--- src/rtl/sram_req_ctrl_pkg.sv ---
// Shared types and defaults for the SRAM request sequencer.
package sram_ctrl_pkg;

  localparam int SRAM_ADDR_W = 2;
  localparam int SRAM_DATA_W = 4;
  localparam int STAT_W      = 8;

  typedef enum logic [2:0] {
    IDLE     = 3'd0,
    WRITE    = 3'd1,
    RD_ISSUE = 3'd2,
    RD_CAP   = 3'd3,
    RESP     = 3'd4
  } ctrl_state_e;

  function automatic logic [STAT_W-1:0] sat_inc(input logic [STAT_W-1:0] v);
    return (&v) ? v : v + 1'b1;
  endfunction

endpackage

--- src/rtl/sram_req_ctrl_if.sv ---
// Request/response channels plus the SRAM pin bus of the request sequencer.
interface sram_req_ctrl_if #(
  parameter int ADDR_W = 2,
  parameter int DATA_W = 4
);
  logic              req_valid;
  logic              req_ready;
  logic              req_wr;
  logic [ADDR_W-1:0] req_addr;
  logic [DATA_W-1:0] req_wdata;
  logic              wr_done;
  logic              rsp_valid;
  logic              rsp_ready;
  logic [DATA_W-1:0] rsp_data;
  logic              mem_en;
  logic              mem_wr;
  logic [ADDR_W-1:0] mem_addr;
  logic [DATA_W-1:0] mem_wdata;
  logic [DATA_W-1:0] mem_rdata;

  // Environment side: requester, response consumer and the SRAM itself.
  modport master (
    output req_valid, req_wr, req_addr, req_wdata, rsp_ready, mem_rdata,
    input  req_ready, wr_done, rsp_valid, rsp_data,
    input  mem_en, mem_wr, mem_addr, mem_wdata
  );

  modport slave (
    input  req_valid, req_wr, req_addr, req_wdata, rsp_ready, mem_rdata,
    output req_ready, wr_done, rsp_valid, rsp_data,
    output mem_en, mem_wr, mem_addr, mem_wdata
  );
endinterface

--- src/rtl/sram_req_ctrl.sv ---
// Sequences single read/write requests onto the 4x4 SRAM pins and returns read data.
// Optional SRAM_REQ_CTRL_STATS_EN adds saturating rd_cnt/wr_cnt outputs.
module sram_req_ctrl
  import sram_ctrl_pkg::*;
#(
  parameter int ADDR_W = SRAM_ADDR_W,
  parameter int DATA_W = SRAM_DATA_W
) (
  input  logic                clk,
  input  logic                rst,
  sram_req_ctrl_if.slave      bus
`ifdef SRAM_REQ_CTRL_STATS_EN
  ,
  output logic [STAT_W-1:0]   rd_cnt,
  output logic [STAT_W-1:0]   wr_cnt
`endif
);

  ctrl_state_e       state_q, state_d;
  logic [ADDR_W-1:0] addr_q;
  logic [DATA_W-1:0] wdata_q;
  logic [DATA_W-1:0] rsp_data_q;
  logic              accept;

  assign accept = (state_q == IDLE) && bus.req_valid;

  always_ff @(posedge clk or negedge rst) begin
    if (!rst) state_q <= IDLE;
    else      state_q <= state_d;
  end

  // Request fields are only consumed in states whose outputs are gated, so no reset needed.
  always_ff @(posedge clk) begin
    if (accept) begin
      addr_q  <= bus.req_addr;
      wdata_q <= bus.req_wdata;
    end
  end

  always_ff @(posedge clk or negedge rst) begin
    if (!rst)                  rsp_data_q <= '0;
    else if (state_q == RD_CAP) rsp_data_q <= bus.mem_rdata;
  end

  always_comb begin
    state_d       = state_q;
    bus.req_ready = 1'b0;
    bus.wr_done   = 1'b0;
    bus.rsp_valid = 1'b0;
    bus.mem_en    = 1'b0;
    bus.mem_wr    = 1'b0;
    bus.mem_addr  = '0;
    bus.mem_wdata = '0;
    unique case (state_q)
      IDLE: begin
        bus.req_ready = 1'b1;
        if (bus.req_valid) state_d = bus.req_wr ? WRITE : RD_ISSUE;
      end
      WRITE: begin
        bus.mem_en    = 1'b1;
        bus.mem_wr    = 1'b1;
        bus.mem_addr  = addr_q;
        bus.mem_wdata = wdata_q;
        bus.wr_done   = 1'b1;
        state_d       = IDLE;
      end
      RD_ISSUE: begin
        bus.mem_en   = 1'b1;
        bus.mem_addr = addr_q;
        state_d      = RD_CAP;
      end
      // Enable stays high so the store keeps driving data_out while it is captured.
      RD_CAP: begin
        bus.mem_en   = 1'b1;
        bus.mem_addr = addr_q;
        state_d      = RESP;
      end
      RESP: begin
        bus.rsp_valid = 1'b1;
        if (bus.rsp_ready) state_d = IDLE;
      end
      default: state_d = IDLE;
    endcase
  end

  assign bus.rsp_data = rsp_data_q;

`ifdef SRAM_REQ_CTRL_STATS_EN
  logic [STAT_W-1:0] rd_cnt_q, wr_cnt_q;

  always_ff @(posedge clk or negedge rst) begin
    if (!rst) begin
      rd_cnt_q <= '0;
      wr_cnt_q <= '0;
    end else begin
      if (state_q == WRITE)                  wr_cnt_q <= sat_inc(wr_cnt_q);
      if (state_q == RESP && bus.rsp_ready)  rd_cnt_q <= sat_inc(rd_cnt_q);
    end
  end

  assign rd_cnt = rd_cnt_q;
  assign wr_cnt = wr_cnt_q;
`endif

endmodule

--- src/flat_wrapper.sv ---
// flat-port wrapper written by rule: the top's interface ports become plain ports
module sram_req_ctrl_flat import sram_ctrl_pkg::*;
#(
  parameter int ADDR_W = SRAM_ADDR_W,
  parameter int DATA_W = SRAM_DATA_W
)
  (clk, rst, bus_req_valid, bus_req_wr, bus_req_addr, bus_req_wdata, bus_rsp_ready, bus_mem_rdata, bus_req_ready, bus_wr_done, bus_rsp_valid, bus_rsp_data, bus_mem_en, bus_mem_wr, bus_mem_addr, bus_mem_wdata);
  sram_req_ctrl_if #(.ADDR_W(ADDR_W), .DATA_W(DATA_W)) bus_i ();
  input  logic clk;
  input  logic rst;
  input wire logic [$bits(bus_i.req_valid)-1:0] bus_req_valid;
  input wire logic [$bits(bus_i.req_wr)-1:0] bus_req_wr;
  input wire logic [$bits(bus_i.req_addr)-1:0] bus_req_addr;
  input wire logic [$bits(bus_i.req_wdata)-1:0] bus_req_wdata;
  input wire logic [$bits(bus_i.rsp_ready)-1:0] bus_rsp_ready;
  input wire logic [$bits(bus_i.mem_rdata)-1:0] bus_mem_rdata;
  output wire logic [$bits(bus_i.req_ready)-1:0] bus_req_ready;
  output wire logic [$bits(bus_i.wr_done)-1:0] bus_wr_done;
  output wire logic [$bits(bus_i.rsp_valid)-1:0] bus_rsp_valid;
  output wire logic [$bits(bus_i.rsp_data)-1:0] bus_rsp_data;
  output wire logic [$bits(bus_i.mem_en)-1:0] bus_mem_en;
  output wire logic [$bits(bus_i.mem_wr)-1:0] bus_mem_wr;
  output wire logic [$bits(bus_i.mem_addr)-1:0] bus_mem_addr;
  output wire logic [$bits(bus_i.mem_wdata)-1:0] bus_mem_wdata;
  assign bus_i.req_valid = bus_req_valid;
  assign bus_i.req_wr = bus_req_wr;
  assign bus_i.req_addr = bus_req_addr;
  assign bus_i.req_wdata = bus_req_wdata;
  assign bus_i.rsp_ready = bus_rsp_ready;
  assign bus_i.mem_rdata = bus_mem_rdata;
  assign bus_req_ready = bus_i.req_ready;
  assign bus_wr_done = bus_i.wr_done;
  assign bus_rsp_valid = bus_i.rsp_valid;
  assign bus_rsp_data = bus_i.rsp_data;
  assign bus_mem_en = bus_i.mem_en;
  assign bus_mem_wr = bus_i.mem_wr;
  assign bus_mem_addr = bus_i.mem_addr;
  assign bus_mem_wdata = bus_i.mem_wdata;
  sram_req_ctrl #(.ADDR_W(ADDR_W), .DATA_W(DATA_W)) u_core (.clk(clk), .rst(rst), .bus(bus_i));
endmodule
--- config.mk ---
export PLATFORM = sky130hd
export DESIGN_NAME = sram_req_ctrl_flat
export DESIGN_NICKNAME = d
export VERILOG_FILES = /design/src/rtl/sram_req_ctrl_pkg.sv /design/src/rtl/sram_req_ctrl_if.sv /design/src/rtl/sram_req_ctrl.sv /design/src/flat_wrapper.sv
export SDC_FILE = /design/constraint.sdc
export NUM_CORES = 1
export LEC_CHECK = 0
export BUFFER_PORTS_ARGS = -buffer_cell sky130_fd_sc_hd__buf_2
export CORE_MARGIN = 2
export CORE_UTILIZATION = 41
export CTS_CLUSTER_SIZE = 20
export DETAILED_ROUTE_END_ITERATION = 7
export PLACE_DENSITY = 0.86
export SYNTH_ARGS = -nofsm -noshare
export SYNTH_HDL_FRONTEND = slang
export SYNTH_SLANG_ARGS = --single-unit
--- constraint.sdc ---
create_clock -name clk -period 1.3 [get_ports clk]
set_input_delay 0 -clock clk [delete_from_list [all_inputs] [get_ports clk]]
set_output_delay 0 -clock clk [all_outputs]
set_load 0.02 [all_outputs]
# Word-level counts from Yosys, hierarchy flattened
# Index checks and enable logic that the tools add are counted.
# classes
n_bitwise,0
n_div,0
add_sub_neg,0
mul,0
eq_ne,6
order_cmp,0
n_mux,10
shifts,0
reduce_logical,4
# op_table
operator,n
3-bit one-hot mux with 4 select lines,1
3-bit by 2-bit == test with 1-bit output (second input constant),2
3-bit 2-to-1 mux,2
1-bit 2-to-1 mux,4
2-bit 2-to-1 mux,2
4-bit 2-to-1 mux,1
2-bit != test (second input constant),2
3-bit by 1-bit == test with 1-bit output (second input constant),1
3-bit == test (second input constant),1
3-bit zero test,1
3-bit OR reduction,1
2-bit AND reduction,1
1-bit logical AND,1
# word_totals
mem_bits_rw,0
wordCells,24
register_bits,13
rom_bits,0
latch_bits,0
memories,0

# Depth between registers and ports, before layout
# logic_depth
depth_word,3
depth_mapped,3
ltp_nobuf,2

# Worst setup path before layout
# OpenSTA, ideal clock, no wires.
# synth_timing
kind,register -> register
startpoint,reg u_core.state_q[2]
endpoint,"reg u_core.addr_q[0], enable pin"
slack_ns,-0.380
arrival_ns,1.359
setup_time_ns,0.321
path_buffers,1
t_required_ns,0.979
path_stages_with_launch,4
synth_period_minus_slack_ns,1.680
path_cell_list,dfrtp_1 > buf_2 > nor3_1 > and2_1
# synth_via
elab_chain_len,2
# synth_rtl
item,line,source
start: declaration,sram_req_ctrl.sv:19,"ctrl_state_e state_q, state_d;"
start signal: assignment,sram_req_ctrl.sv:29,else state_q <= state_d;
3-bit zero test,sram_req_ctrl.sv:25,assign accept = (state_q == IDLE) && bus.req_valid;
1-bit logical AND,sram_req_ctrl.sv:25,
via u_core.accept,sram_req_ctrl.sv:23,logic accept;
end signal: assignment,sram_req_ctrl.sv:35,addr_q <= bus.req_addr;
end: declaration,sram_req_ctrl.sv:20,logic [ADDR_W-1:0] addr_q;
# The timed path passes the listed nets, and every way through them passes these cells.
# A chain may end at the register's enable or synchronous reset.

# Worst setup path after layout
# layout_timing
startpoint,reg u_core.state_q[1]
endpoint,reg u_core.state_q[2]
# layout_via
elab_chain_len,3
# layout_rtl
item,line,source
3-bit == test / 3-bit zero test (equally long branches),sram_req_ctrl.sv:54,unique case (state_q)
2-bit != test (no source line),--,
2-bit AND reduction (no source line),--,
# Parallel ways exist; a longest one is shown, timed or not.

==> run_results.csv <==
group,metric,value,unit
status,status,"finished with violations",
status,violations,"setup timing",
min_path,hold_path.class,"primary input to flop",
global_routing,grt_use_total,0.177,
logic_synthesis,synth_mux_area_frac,0.0816,
clock_network,clk_pin_slew,0.07,ns
clock_network,clockRootBuffer,"clkbuf_4",
critical_path,reg2reg_depth,3,
placement,dp_cells,81,
routing,dr_total_vias,470,
clock_network,cts_tree,"yes",
logic_synthesis,synth-xor-area-share,0,
logic_synthesis,synthFlopType,"dfrtp_1",
finish,finalNetCount,103,
finish,n_antenna_cell,0,
power,p_leak,0.000452,uW
logic_synthesis,synth-edff-count,6,
global_routing,grt_pass1_wl,1810,um
placement,pre_cts_slack,0.0612,ns
sta,final-hold-violation-count,0,
routing,dr.pass1.iters,3,
critical_path,slowest_delay,0.53,ns
logic_synthesis,syn_area_per_cell,14.1,um^2
logic_synthesis,synth-simple-area-share,0.229,
logic_synthesis,synthAdderAreaFrac,0,
floorplanning,core_area,1280,um^2
logic_synthesis,ys_warn_count,0,
placement,hpwl,792,um
logic_synthesis,yosys-top-cells-area,"edfxtp_1 33%, dfrtp_1 32%, mux2_2 8.2%",
sta,fin_worst_skew,0.00146,ns
sta,timing.hold.ws,0.0525,ns
global_routing,grt_antenna_before_repair,0,
power,finalPower,2070,uW
clock_network,clk_latency,0.27,ns
critical_path,startpoint_type,"flop",
power,ir_worst_vdd,1.13,mV
placement,io_buffers,29,
sta,setup_viol,3,
routing,detail-route-antenna-nets,0,
routing,avgViaCountPerCell,4.61,
global_routing,grt_overflow,0,
power,powerDensity,2190,nW/um^2
routing,routed_wl,1350,um
finish,final_cells,102,
critical_path,cp.arrival,1.51,ns
logic_synthesis,synth_most_common_cell,"dfrtp_1",
clock_network,tritoncts.num_buffers,3,
routing,drt_iter0_drc,6,
sta,slew_violations,0,
critical_path,end_kind,"flop",
sta,fin_crit_sh,1.00,
logic_synthesis,ys_seq_elements,13,
logic_synthesis,synth_compound_area_frac,0.0227,
floorplanning,ios,30,
logic_synthesis,syn-cell-area,552,um^2
routing,routedWlPerCell,13.2,um
floorplanning,die_w,40.7,um
clock_network,max-clock-path-buffers,2,
sta,fin_ws,-0.000992,ns
logic_synthesis,netlist_top_cells_count,"7 x dfrtp_1, 6 x and2_1, 6 x edfxtp_1",
clock_network,cts_sinks,13,
critical_path,crit_chain,"buf_4, or4b_1, nand2_1",
logic_synthesis,synth.distinct_cells,16,
logic_synthesis,synth_fp_nets,54,
logic_synthesis,synthArstFlopShare,0.538,
floorplanning,die-area,1660,um^2
sta,max_freq,769,MHz
finish,synthToLayoutAreaGrowth,71.0,%
sta,max_slew_margin,0.836,
logic_synthesis,synth_top_area_cell,"edfxtp_1",
critical_path,cp_data_required_time,1.51,ns
logic_synthesis,yosysSeqAreaShare,0.644,
sta,rsz0062_at_grt,"yes",
floorplanning,dieHeight,40.7,um
sta,worstMarginPinSlew,0.246,ns
logic_synthesis,synth_top_family_by_area,"simple AND/OR/NAND/NOR gates",
global_routing,grt_max_degree,8,
routing,drcViolationCount,0,
critical_path,r2r_setup_slack,-0.001,ns
critical_path,path_max_fanout,4,
sta,period_needed,1.30,ns
global_routing,grt_pass1_vias,451,
logic_synthesis,syn-instance-count,39,
min_path,hold_depth,3,
flow_run,drv_cap,0,
floorplanning,start_util,0.429,
critical_path,slowest_stage,"or4b_1",
placement,routabilityCongestion,0.648,
floorplanning,rows,13,
clock_network,htree_levels,1,
logic_synthesis,yosysTopAreaCellShare,0.327,
finish,drive_above_1_share,0.575,
critical_path,crit_type,"flop to flop",
metal layers:
metal | up-vias | GRT usage | routed length (um)
met5 | - | 0 | 0
met4 | 0 | 0.100 | 16
met3 | 2 | 0.0163 | 38
met2 | 11 | 0.310 | 723
met1 | 224 | 0.212 | 567
li1 | 233 | - | -
placed cells by master (no fill, tap or decap), drive strengths merged:
cell type,instances
nand2,1
dfrtp,7
o21a,1
buf,34
and2,6
nand3b,1
clkbuf,4
edfxtp,6
a21oi,1
mux2,4
or4b,1
nor3b,3
nor2,3
dlygate4sd3,12
nor2b,1
nor3,2
cell families (layout without fill, tap and decap cells):
| group | count (synthesis) | after routing |
|---|---|---|
| multiplexers | 4 | 4 |
| AND/OR/NAND/NOR | 18 | 18 |
| flip-flops | 13 | 13 |
| AO/OA/AOI/OAI | 2 | 2 |
| buffers and inverters | 2 | 50 |
metrics by stage:
stage	util	cell area, um^2	TNS, ns
after global placement	0.558	717	0
after global routing	0.734	943	-0.521
final	0.734	943	-0.00156
after detailed placement	0.558	717	0
after CTS	0.709	911	0
after floorplan	-	572	-0.0443
path summary, 6_finish.rpt:
check,startpoint,to
max,u_core.state_q[1],u_core.state_q[2]
min,bus_req_wr,u_core.state_q[1]
max reg2reg,u_core.state_q[1],u_core.state_q[2]
min reg2reg,u_core.bus.rsp_data[1],u_core.bus.rsp_data[1]
max in group asynchronous,rst,u_core.state_q[0]
min in group asynchronous,rst,u_core.bus.rsp_data[0]
flip-flops by register name, indices dropped and copies added, names as in the netlist:
name                 flops
u_core.state_q           3
u_core.addr_q            2
u_core.wdata_q           4
u_core.bus.rsp_data      4
report_power, final:
part           total (uW)  internal (uW)  switching, uW
clock network         237            119            118
registers             693            599           93.7
logic                1140            523            614
critical path: cells and delay by family (launching register included):
kind,cells,cell delay [ns]
and+or+nand+nor,2,0.61
DFF,1,0.45
buffers and inverters,1,0.17
timing repair:
item,4_1_cts,5_1_grt
endpoints found under the hold margin,18,0
gates resized for setup,4,10
gates cloned,0,0
hold buffers,12,0
endpoints found under the setup margin,9,13
buffers inserted,5,0
pin swaps,1,4
layout make-up:
| class | instances | area (um^2) |
|---|---|---|
| Tap cell | 15 | 18.8 |
| Sequential cell | 13 | 359 |
| Timing Repair Buffer | 46 | 328 |
| Clock buffer | 4 | 26.3 |
| Fill cell | 82 | 342 |
| Multi-Input combinational cell | 24 | 211 |
(Power assumes the default switching activity.)
